==> src/rtl/toggle_cover_detect.sv <==
// Per-bit toggle detector: one registered valid pulse per bit on its first full
// 0->1 / 1->0 toggle, plus a running count of fully toggled bits.

module toggle_cover_lane (
    input  logic clock,
    input  logic clr_i,
    input  logic prime_i,
    input  logic armed_i,
    input  logic rec_i,
    input  logic sig_i,
    output logic full_new_o
);
    logic prev_q, rise_q, fall_q, done_q;
    logic rise_now, fall_now;

    assign rise_now   = ~prev_q & sig_i;
    assign fall_now   = prev_q & ~sig_i;
    assign full_new_o = rec_i & (rise_q | rise_now) & (fall_q | fall_now) & ~done_q;

    always_ff @(posedge clock) begin
        if (clr_i) begin
            prev_q <= 1'b0;
            rise_q <= 1'b0;
            fall_q <= 1'b0;
            done_q <= 1'b0;
        end else if (prime_i) begin
            prev_q <= sig_i;
        end else if (armed_i) begin
            // prev follows sig even when disabled, so disabled edges are lost
            prev_q <= sig_i;
            if (rec_i) begin
                rise_q <= rise_q | rise_now;
                fall_q <= fall_q | fall_now;
                done_q <= done_q | full_new_o;
            end
        end
    end
endmodule

module toggle_cover_detect #(
    parameter  int WIDTH = 34,
    localparam int CNT_W = $clog2(WIDTH + 1)
) (
    input  logic             clock,
    input  logic             reset,
    input  logic [WIDTH-1:0] sig,
    input  logic             enable,
    input  logic             clear,
    output logic [WIDTH-1:0] valid,
    output logic [CNT_W-1:0] covered_cnt,
    output logic             all_covered
);
    typedef enum logic {PRIME, ARMED} state_t;

    state_t             state_q;
    logic [WIDTH-1:0]   valid_q;
    logic [CNT_W-1:0]   cnt_q, cnt_d, pop;
    logic               all_q;
    logic [WIDTH-1:0]   full_new;
    logic               clr, prime, armed, rec;

    assign clr   = ~reset | clear;
    assign prime = (state_q == PRIME) & enable;
    assign armed = (state_q == ARMED);
    assign rec   = armed & enable;

    for (genvar g = 0; g < WIDTH; g++) begin : g_lane
        toggle_cover_lane u_lane (
            .clock     (clock),
            .clr_i     (clr),
            .prime_i   (prime),
            .armed_i   (armed),
            .rec_i     (rec),
            .sig_i     (sig[g]),
            .full_new_o(full_new[g])
        );
    end

    always_comb begin
        pop = '0;
        for (int i = 0; i < WIDTH; i++) pop = pop + CNT_W'(full_new[i]);
    end

    assign cnt_d = cnt_q + pop;

    always_ff @(posedge clock) begin
        if (clr) begin
            state_q <= PRIME;
            valid_q <= '0;
            cnt_q   <= '0;
            all_q   <= 1'b0;
        end else begin
            valid_q <= full_new;
            cnt_q   <= cnt_d;
            all_q   <= (cnt_d == CNT_W'(WIDTH));
            if (prime) state_q <= ARMED;
        end
    end

    assign valid       = valid_q;
    assign covered_cnt = cnt_q;
    assign all_covered = all_q;
endmodule
==> config.mk <==
export PLATFORM = sky130hd
export DESIGN_NAME = toggle_cover_detect
export DESIGN_NICKNAME = d
export VERILOG_FILES = /design/src/rtl/toggle_cover_detect.sv
export SDC_FILE = /design/constraint.sdc
export NUM_CORES = 1
export LEC_CHECK = 0
export CAP_MARGIN = 20
export CORE_ASPECT_RATIO = 0.7
export CORE_MARGIN = 2
export CORE_UTILIZATION = 38
export CTS_BUF_LIST = sky130_fd_sc_hd__clkbuf_4
export CTS_CLUSTER_DIAMETER = 100
export DETAILED_ROUTE_END_ITERATION = 12
export MAX_ROUTING_LAYER = met4
export PLACE_DENSITY = 0.6
export SLEW_MARGIN = 20
export SYNTH_ARGS = -nofsm -noshare
export SYNTH_HDL_FRONTEND = slang
export SYNTH_SLANG_ARGS = --single-unit
==> constraint.sdc <==
create_clock -name clock -period 6.4 [get_ports clock]
set_input_delay 0.96 -clock clock [delete_from_list [all_inputs] [get_ports clock]]
set_output_delay 0.96 -clock clock [all_outputs]
set_load 0.05 [all_outputs]
==> flow_metrics.py, run 1 <==
metrics = {
    "critical_path": {
        "cp.required_ps": 6810,
        "critPathArrivalTime_ps": 6570,
        "timing.rr.start": "armed",
        "slowest_delay_ps": 550,
        "path_cells": "clkdlybuf4s50_1 > nor2b_4 > o21ai_0 > a21o_1 > nand2b_4 > fa_1 > fa_1 > inv_1 > fa_1 > inv_1 > fa_1 > fa_1 > inv_1 > fa_1 > inv_1 > fa_2 > inv_1 > fa_2 > and3_4 > o21a_1 > o221ai_2 > nor4_2",
        "crit_family": "adder cells",
        "regToRegSetupSlack_ps": 620,
        "startpoint": "sig[16]",
        "worstSetupPathType": "primary input to flop",
        "crit_top_cell": "fa_1",
        "cp_slowest_cell": "fa_1",
        "critPathCaptureType": "flop",
        "crit_fanout": 3,
        "r2r-end": "all_covered",
        "worst-path-buf-inv": 6,
        "startpoint_type": "primary input",
        "worstRegToRegCells": 21,
    },
    "die": {
        "core_um2": 19800,
        "initial_core_util_pct": 38.8,
        "die_w_um": 174,
        "io_pins": 79,
        "dieArea_um2": 21400,
        "die_h_um": 123,
        "core.rowCount": 43,
    },
    "sta": {
        "period_share_pct": 96.3,
        "clock_skew_ps": 31.5,
        "worstMarginPinSlew_ps": 926,
        "holdWs_ps": 406,
        "setup_viol": 0,
        "slew_violations": 0,
        "finalCriticalPeriod_ps": 6160,
        "setup_ws_ps": 238,
        "fmax_mhz": 162,
        "slew_headroom_pct": 38.3,
        "finalHoldViolations": 0,
    },
    "logic_synthesis": {
        "synth.area.top_cells": "dfxtp_1 46%, a21oi_1 8.9%, fa_1 7.3%, nor2b_1 6.2%, nand2_1 5.0%",
        "ys_ff_latch": 178,
        "postSynthAreaPerCell_um2": 9.13,
        "yosys_most_used_dff": "dfxtp_1",
        "syn-num-nets": 921,
        "synthCells": 842,
        "ys.warnings.count": 0,
        "synth_edf_count": 0,
        "async_reset_ff_share_pct": 0,
        "netlist_area_um2": 7690,
        "synth_top_area_cell": "dfxtp_1",
        "yosysSeqAreaShare_pct": 46.3,
        "synthDistinctLibCells": 36,
        "yosysTopAreaCellShare_pct": 46.3,
    },
    "route": {
        "wl_per_cell_um": 14.1,
        "vias": 5612,
        "drtIter0Drc": 315,
        "viasPerCell": 4.60,
        "drc": 0,
        "firstDrtPassIters": 5,
        "drtAntennaViolNets": 0,
        "drt_wl_total_um": 17200,
    },
    "power_and_ir_drop": {
        "combinationalPowerShare_pct": 6.5,
        "leakage_nw": 3.45,
        "pwr-share-clk_pct": 31.0,
        "internal_power_mw": 1.34,
        "p_switching_uw": 465,
        "ir_drop_mv": 0.127,
        "sw_frac_of_total_pct": 25.8,
        "power_density_nw_per_um2": 193,
        "pwr-share-seq_pct": 62.5,
    },
    "outcome": {
        "status": "completed",
    },
    "cts": {
        "clkTransAtPathRegs_ps": 160,
        "numClockSinks": 178,
        "htree_levels": 4,
        "cts_root_buffer": "clkbuf_4",
        "cts_buffer_depth": 2,
        "numCtsBuffers": 17,
        "ctsHoldBuffers": 0,
        "cts_tree": "yes",
        "clk_latency_ps": 560,
    },
    "placed_design": {
        "placed_cells": 1183,
        "place_congestion": 0.812,
        "place_ws_ps": -456,
        "port_buffers": 78,
        "hpwl_um": 11200,
    },
    "cells_and_area": {
        "fillers": 1916,
        "finalNetCount": 1017,
        "area_growth_syn_to_layout_pct": 21.2,
        "drive_gt1_share_pct": 16.2,
        "instances_no_fill": 1221,
    },
    "global_routing": {
        "grt_usage_pct": 17.0,
        "grt_max_degree": 80,
        "grt_pass1_vias": 5351,
        "grt_pass1_wl_um": 27400,
        "antenna_found_initial": 1,
        "globalRoute.totalOverflow": 0,
    },
    "flow_run": {
        "drv_cap": 0,
    },
    "worst_hold_path": {
        "holdPathEnd": "valid[18]",
        "hold_depth": 1,
        "hold_path_startpoint": "g_lane[18].u_lane.done_q",
        "min_path_type": "flop to flop",
    },
}
-- placed cells by master (no fill, tap or decap), drive strengths merged, types with 13 or more instances in the layout --
cell and instances:
ha 13, inv 47, o21ba 24, buf 35
nor2b 76, clkbuf 22, a21oi 139, clkdlybuf4s50 71
dfxtp 178, nor3b 24, fa 28, o21ai 34
nand2 103, nand2b 24, nor3 14, nor2 77
-- synth_stat cells (2+ instances only) --
master / n
a21o_1: 11
a21oi_1: 136
a21oi_2: 3
and3_4: 2
buf_2: 28
buf_4: 3
buf_6: 5
clkbuf_1: 2
dfxtp_1: 178
fa_1: 28
ha_1: 13
inv_1: 44
nand2_1: 102
nand2b_1: 24
nor2_1: 76
nor2b_1: 76
nor3_1: 10
nor3_2: 4
nor3b_1: 3
nor3b_2: 21
o21ai_0: 34
o21ba_2: 24
xnor2_1: 2
-- final cells by class --
type | count | area, um2 | area share, %
inverter | 44 | 165 | 1.77
timing repair buffer | 115 | 1120 | 12.1
sequential | 178 | 3560 | 38.2
antenna | 1 | 2.50 | 0.0269
tap | 270 | 338 | 3.63
clock inverter | 11 | 82.6 | 0.886
clock buffer | 20 | 150 | 1.61
multi-input combinational | 582 | 3890 | 41.8
-- registers in the layout, indices dropped and copies added, names as in the netlist --
name	cells
g_lane.u_lane.fall_q	34
g_lane.u_lane.done_q	34
g_lane.u_lane.prev_q	34
g_lane.u_lane.rise_q	34
covered_cnt	6
all_covered	1
valid	34
armed	1
-- cells by family (layout without fill, tap and decap cells) --
logic type,Yosys count,count (layout),share of synthesized area (%)
and+or+nand+nor,326,326,22.8
AOI/OAI and AO/OA,212,212,16.0
DFF,178,178,46.3
buffers and inverters,82,190,5.09
adders and majority gates,41,41,9.41
xor gates and xnor gates,3,3,0.342
other,0,1,0
-- power by group through the flow --
stage	Combinational [mW]	Clock (mW)	Sequential (mW)
global placement	0.110	0	1.15
finish	0.117	0.558	1.13
CTS	0.111	0.579	1.13
floorplan	0.0664	0	1.15
global route	0.130	0.628	1.13
detailed placement	0.111	0	1.15
-- per-stage QoR --
step	TNS (ps)	cell area (um2)	util (%)	power (mW)
after floorplan	0	7690	-	1.21
after global placement	-1460	8830	44.6	1.26
after detailed placement	-1770	8830	44.6	1.26
after CTS	0	9070	45.8	1.82
after global routing	-7.95	9320	47.1	1.89
final	0	9320	47.1	1.80
-- how the worst max path moves through the flow --
stage / end / slack, ps / cells past startpoint
6_report: all_covered / 240 / 22
5_1_grt: all_covered / -8 / 22
4_1_cts: all_covered / 170 / 22
3_5_place_dp: all_covered / -460 / 22
3_3_place_gp: all_covered / -390 / 22
2_1_floorplan: all_covered / 360 / 21
-- layer usage --
layer / wire, um / share of wire [%] / track usage, %
met5: 0 / 0 / -
met1: 9510 / 55 / 24.7
met4: 101 / 0.59 / 4.73
met3: 623 / 3.6 / 3.51
met2: 6940 / 40 / 23.8
-- repair_timing --
action | in CTS | in global routing
setup buffers | 0 | 4
endpoints found under the setup margin | 0 | 4
gates resized for setup | 0 | 45
(Power assumes the default switching activity.)
==> run 2: changes to the inputs <==
- CTS_CLUSTER_DIAMETER: 100 -> 40
==> results of run 2 <==
Same layout as run 1: the final DEF is identical, and so are final timing and power.
==> patch, RTL diff (flow settings as in run 2) <==
Set the parameter `WIDTH` to 17 (it was 34).
--- a/src/rtl/toggle_cover_detect.sv
+++ b/src/rtl/toggle_cover_detect.sv
@@ -40,3 +40,3 @@
 module toggle_cover_detect #(
-    parameter  int WIDTH = 34,
+    parameter  int WIDTH = 17,
     localparam int CNT_W = $clog2(WIDTH + 1)
Ports: changed (resized covered_cnt, sig and valid); port bits go from 79 to 44. The function was not compared with the original's and may differ.
==> patch against run 2 <==
Register-to-register slack better by 0.66 ns; synthesized area down 51%; die area down 50%; design area down 53%; wire length down 54%; clock power down 54%; total power down 51%; sequential cell count down 86; synthesized cell count down 48%; combinational power down 55%; count of clock-buffer cells in the layout down 10; worst setup slack better by 0.37 ns; cell count down 50%; largest power group unchanged.
==> patch: results (changes against run 2) <==
status: "finished clean"
yosys.area_share.xor_xnor_pct: 1.166  # +0.82 points
power.ir.vdd_worst_mv: 0.1253  # -1.3%
place.detailed.instances: 597  # -50%
cts.htree.levels: 3  # -1
skew_pair_late_insertion_delay_ns: 0.44  # -0.12 ns
r2r-end: "all_covered$_SDFF_PP0_"
finalNetCount: 524  # -48%
power.switching_uw: 212.2  # -54%
synth.top_cells.by_count: "sky130_fd_sc_hd__dfxtp_1, sky130_fd_sc_hd__nor2_1, sky130_fd_sc_hd__a21oi_1, sky130_fd_sc_hd__nand2_1, sky130_fd_sc_hd__nor2b_1"
fraction_of_final_layout_cells_with_drive_strength_greater_than_1_pct: 3.719  # -12 points
buffer_ports.inserted: 43  # -45%
yosys.area_share.adder_pct: 10.06  # +0.65 points
numCtsBuffers: 9  # -8
timing.hold.ws_ns: 0.4710  # +0.06492 ns
seq_power_share_pct: 65.4  # +2.9 points
worst_setup_hold_path_clk_slew_ns: 0.13  # -0.03 ns
grt_pass1_wl_um: 12930  # -53%
yosys-mux-area-fraction_pct: 0  # unchanged
crit_path_max_fanout: 11  # +8
placed_cell_area_um2: 4298  # -51%
place_hpwl_um: 5573  # -50%
grt_max_degree: 86  # +7.5%
worst_r2r_path_depth: 19  # -9.5%
fin_total_pwr_uw: 888.4  # -51%
r2r-start: "armed$_SDFFE_PP0P_"
whs_endpoint: "g_lane[15].u_lane.done_q$_SDFFE_PP0P_"
proportion_of_register_bits_with_asynchronous_set_or_reset_after_synthesis_pct: 0  # unchanged
synth_nets: 484  # -47%
worst_ep_arrival_time_ns: 6.15  # -0.42 ns
number_of_library_cell_types_mapped_by_synthesis: 21  # -42%
worst_hold_path_type: "register to register"
power_of_the_combinational_group_uw: 52.7  # -55%
drt_drc_violations_left: 0  # unchanged
totalWireLength_um: 7892  # -54%
timing.final.crit_share_pct: 90.46  # -5.8 points
detailedRoute.firstIterationViolations: 212  # -33%
antenna_cells_inserted: 0  # -1
min_delay_path_depth: 2  # +1
viasPerCell: 4.658  # +1.4%
ctsRootBufferMaster: "sky130_fd_sc_hd__clkbuf_4"
synthTopCellsByArea: "sky130_fd_sc_hd__dfxtp_1, sky130_fd_sc_hd__a21oi_1, sky130_fd_sc_hd__nor2_1"
number_of_antenna_violations_at_the_first_check_in_global_routing: 0  # -1
track_usage_pct: 16.49  # -0.47 points
postSynthAreaPerCell_um2: 8.539  # -6.5%
slew-limit-headroom_pct: 38.05  # -0.24 points
synth_compound_area_share_pct: 12.09  # -3.9 points
clock_skew_ns: 0.01440  # -0.01705 ns
number_of_global_route_vias_before_repair: 2727  # -49%
firstDrtPassIters: 4  # -1
dpl_worst_slack_ns: 0.1361  # +0.5920 ns
synth.yosys.seq_area_share_pct: 49.02  # +2.7 points
place.gp.congestion: 0.7923  # -2.4%
cts_buffer_depth: 2  # unchanged
leakagePower_uw: 0.001654  # -52%
wire_per_inst_um: 12.90  # -8.3%
r2r_setup_slack_ns: 1.28  # +0.66 ns
min-delay-start: "g_lane[15].u_lane.done_q$_SDFFE_PP0P_"
slowest_delay_ns: 0.54
cts_setup_buffers: 0  # unchanged
==> patch: cell count changes after synthesis, moves of 17 or more <==
cell                             run 2  this run
sky130_fd_sc_hd__dfxtp_1           178        92
sky130_fd_sc_hd__a21oi_1           136        69
sky130_fd_sc_hd__nand2_1           102        53
sky130_fd_sc_hd__nor2b_1            76        40
sky130_fd_sc_hd__inv_1              44        13
sky130_fd_sc_hd__o21ba_2            24         0
sky130_fd_sc_hd__nor3b_2            21         0
sky130_fd_sc_hd__buf_2              28         9
sky130_fd_sc_hd__o21ai_0            34        17
==> patch: layout make-up <==
| type | count | area (µm²) |
|---|---|---|
| Clock buffer | 10 | 75.07 |
| Clock inverter | 5 | 20.02 |
| Fill cell | 931 | 5254 |
| Inverter | 13 | 48.80 |
| Multi-Input combinational cell | 318 | 1794 |
| Sequential cell | 92 | 1842 |
| Tap cell | 128 | 160.2 |
| Timing Repair Buffer | 46 | 452.9 |
==> patch: worst max-delay path by stage <==
stage	start	end	depth (start not counted)
final	enable	all_covered$_SDFF_PP0_	20
after global routing	enable	all_covered$_SDFF_PP0_	20
after CTS	enable	all_covered$_SDFF_PP0_	20
after detailed placement	enable	all_covered$_SDFF_PP0_	20
after global placement	enable	all_covered$_SDFF_PP0_	20
after floorplan	enable	all_covered$_SDFF_PP0_	20
==> patch: critical path: cells and delay by family <==
kind | cells | cell delay, ns
buf+inv | 6 | 0.82
simple gates | 3 | 0.70
fa+ha+maj | 7 | 3.02
xor+xnor | 1 | 0.14
compound gates | 3 | 0.50
==> patch: routing by layer <==
layer | GRT usage (%) | share of wire [%]
met1 | 21.55 | 50
met2 | 24.26 | 44
met3 | 4.974 | 4.4
met4 | 5.747 | 1.8
met5 | - | 0
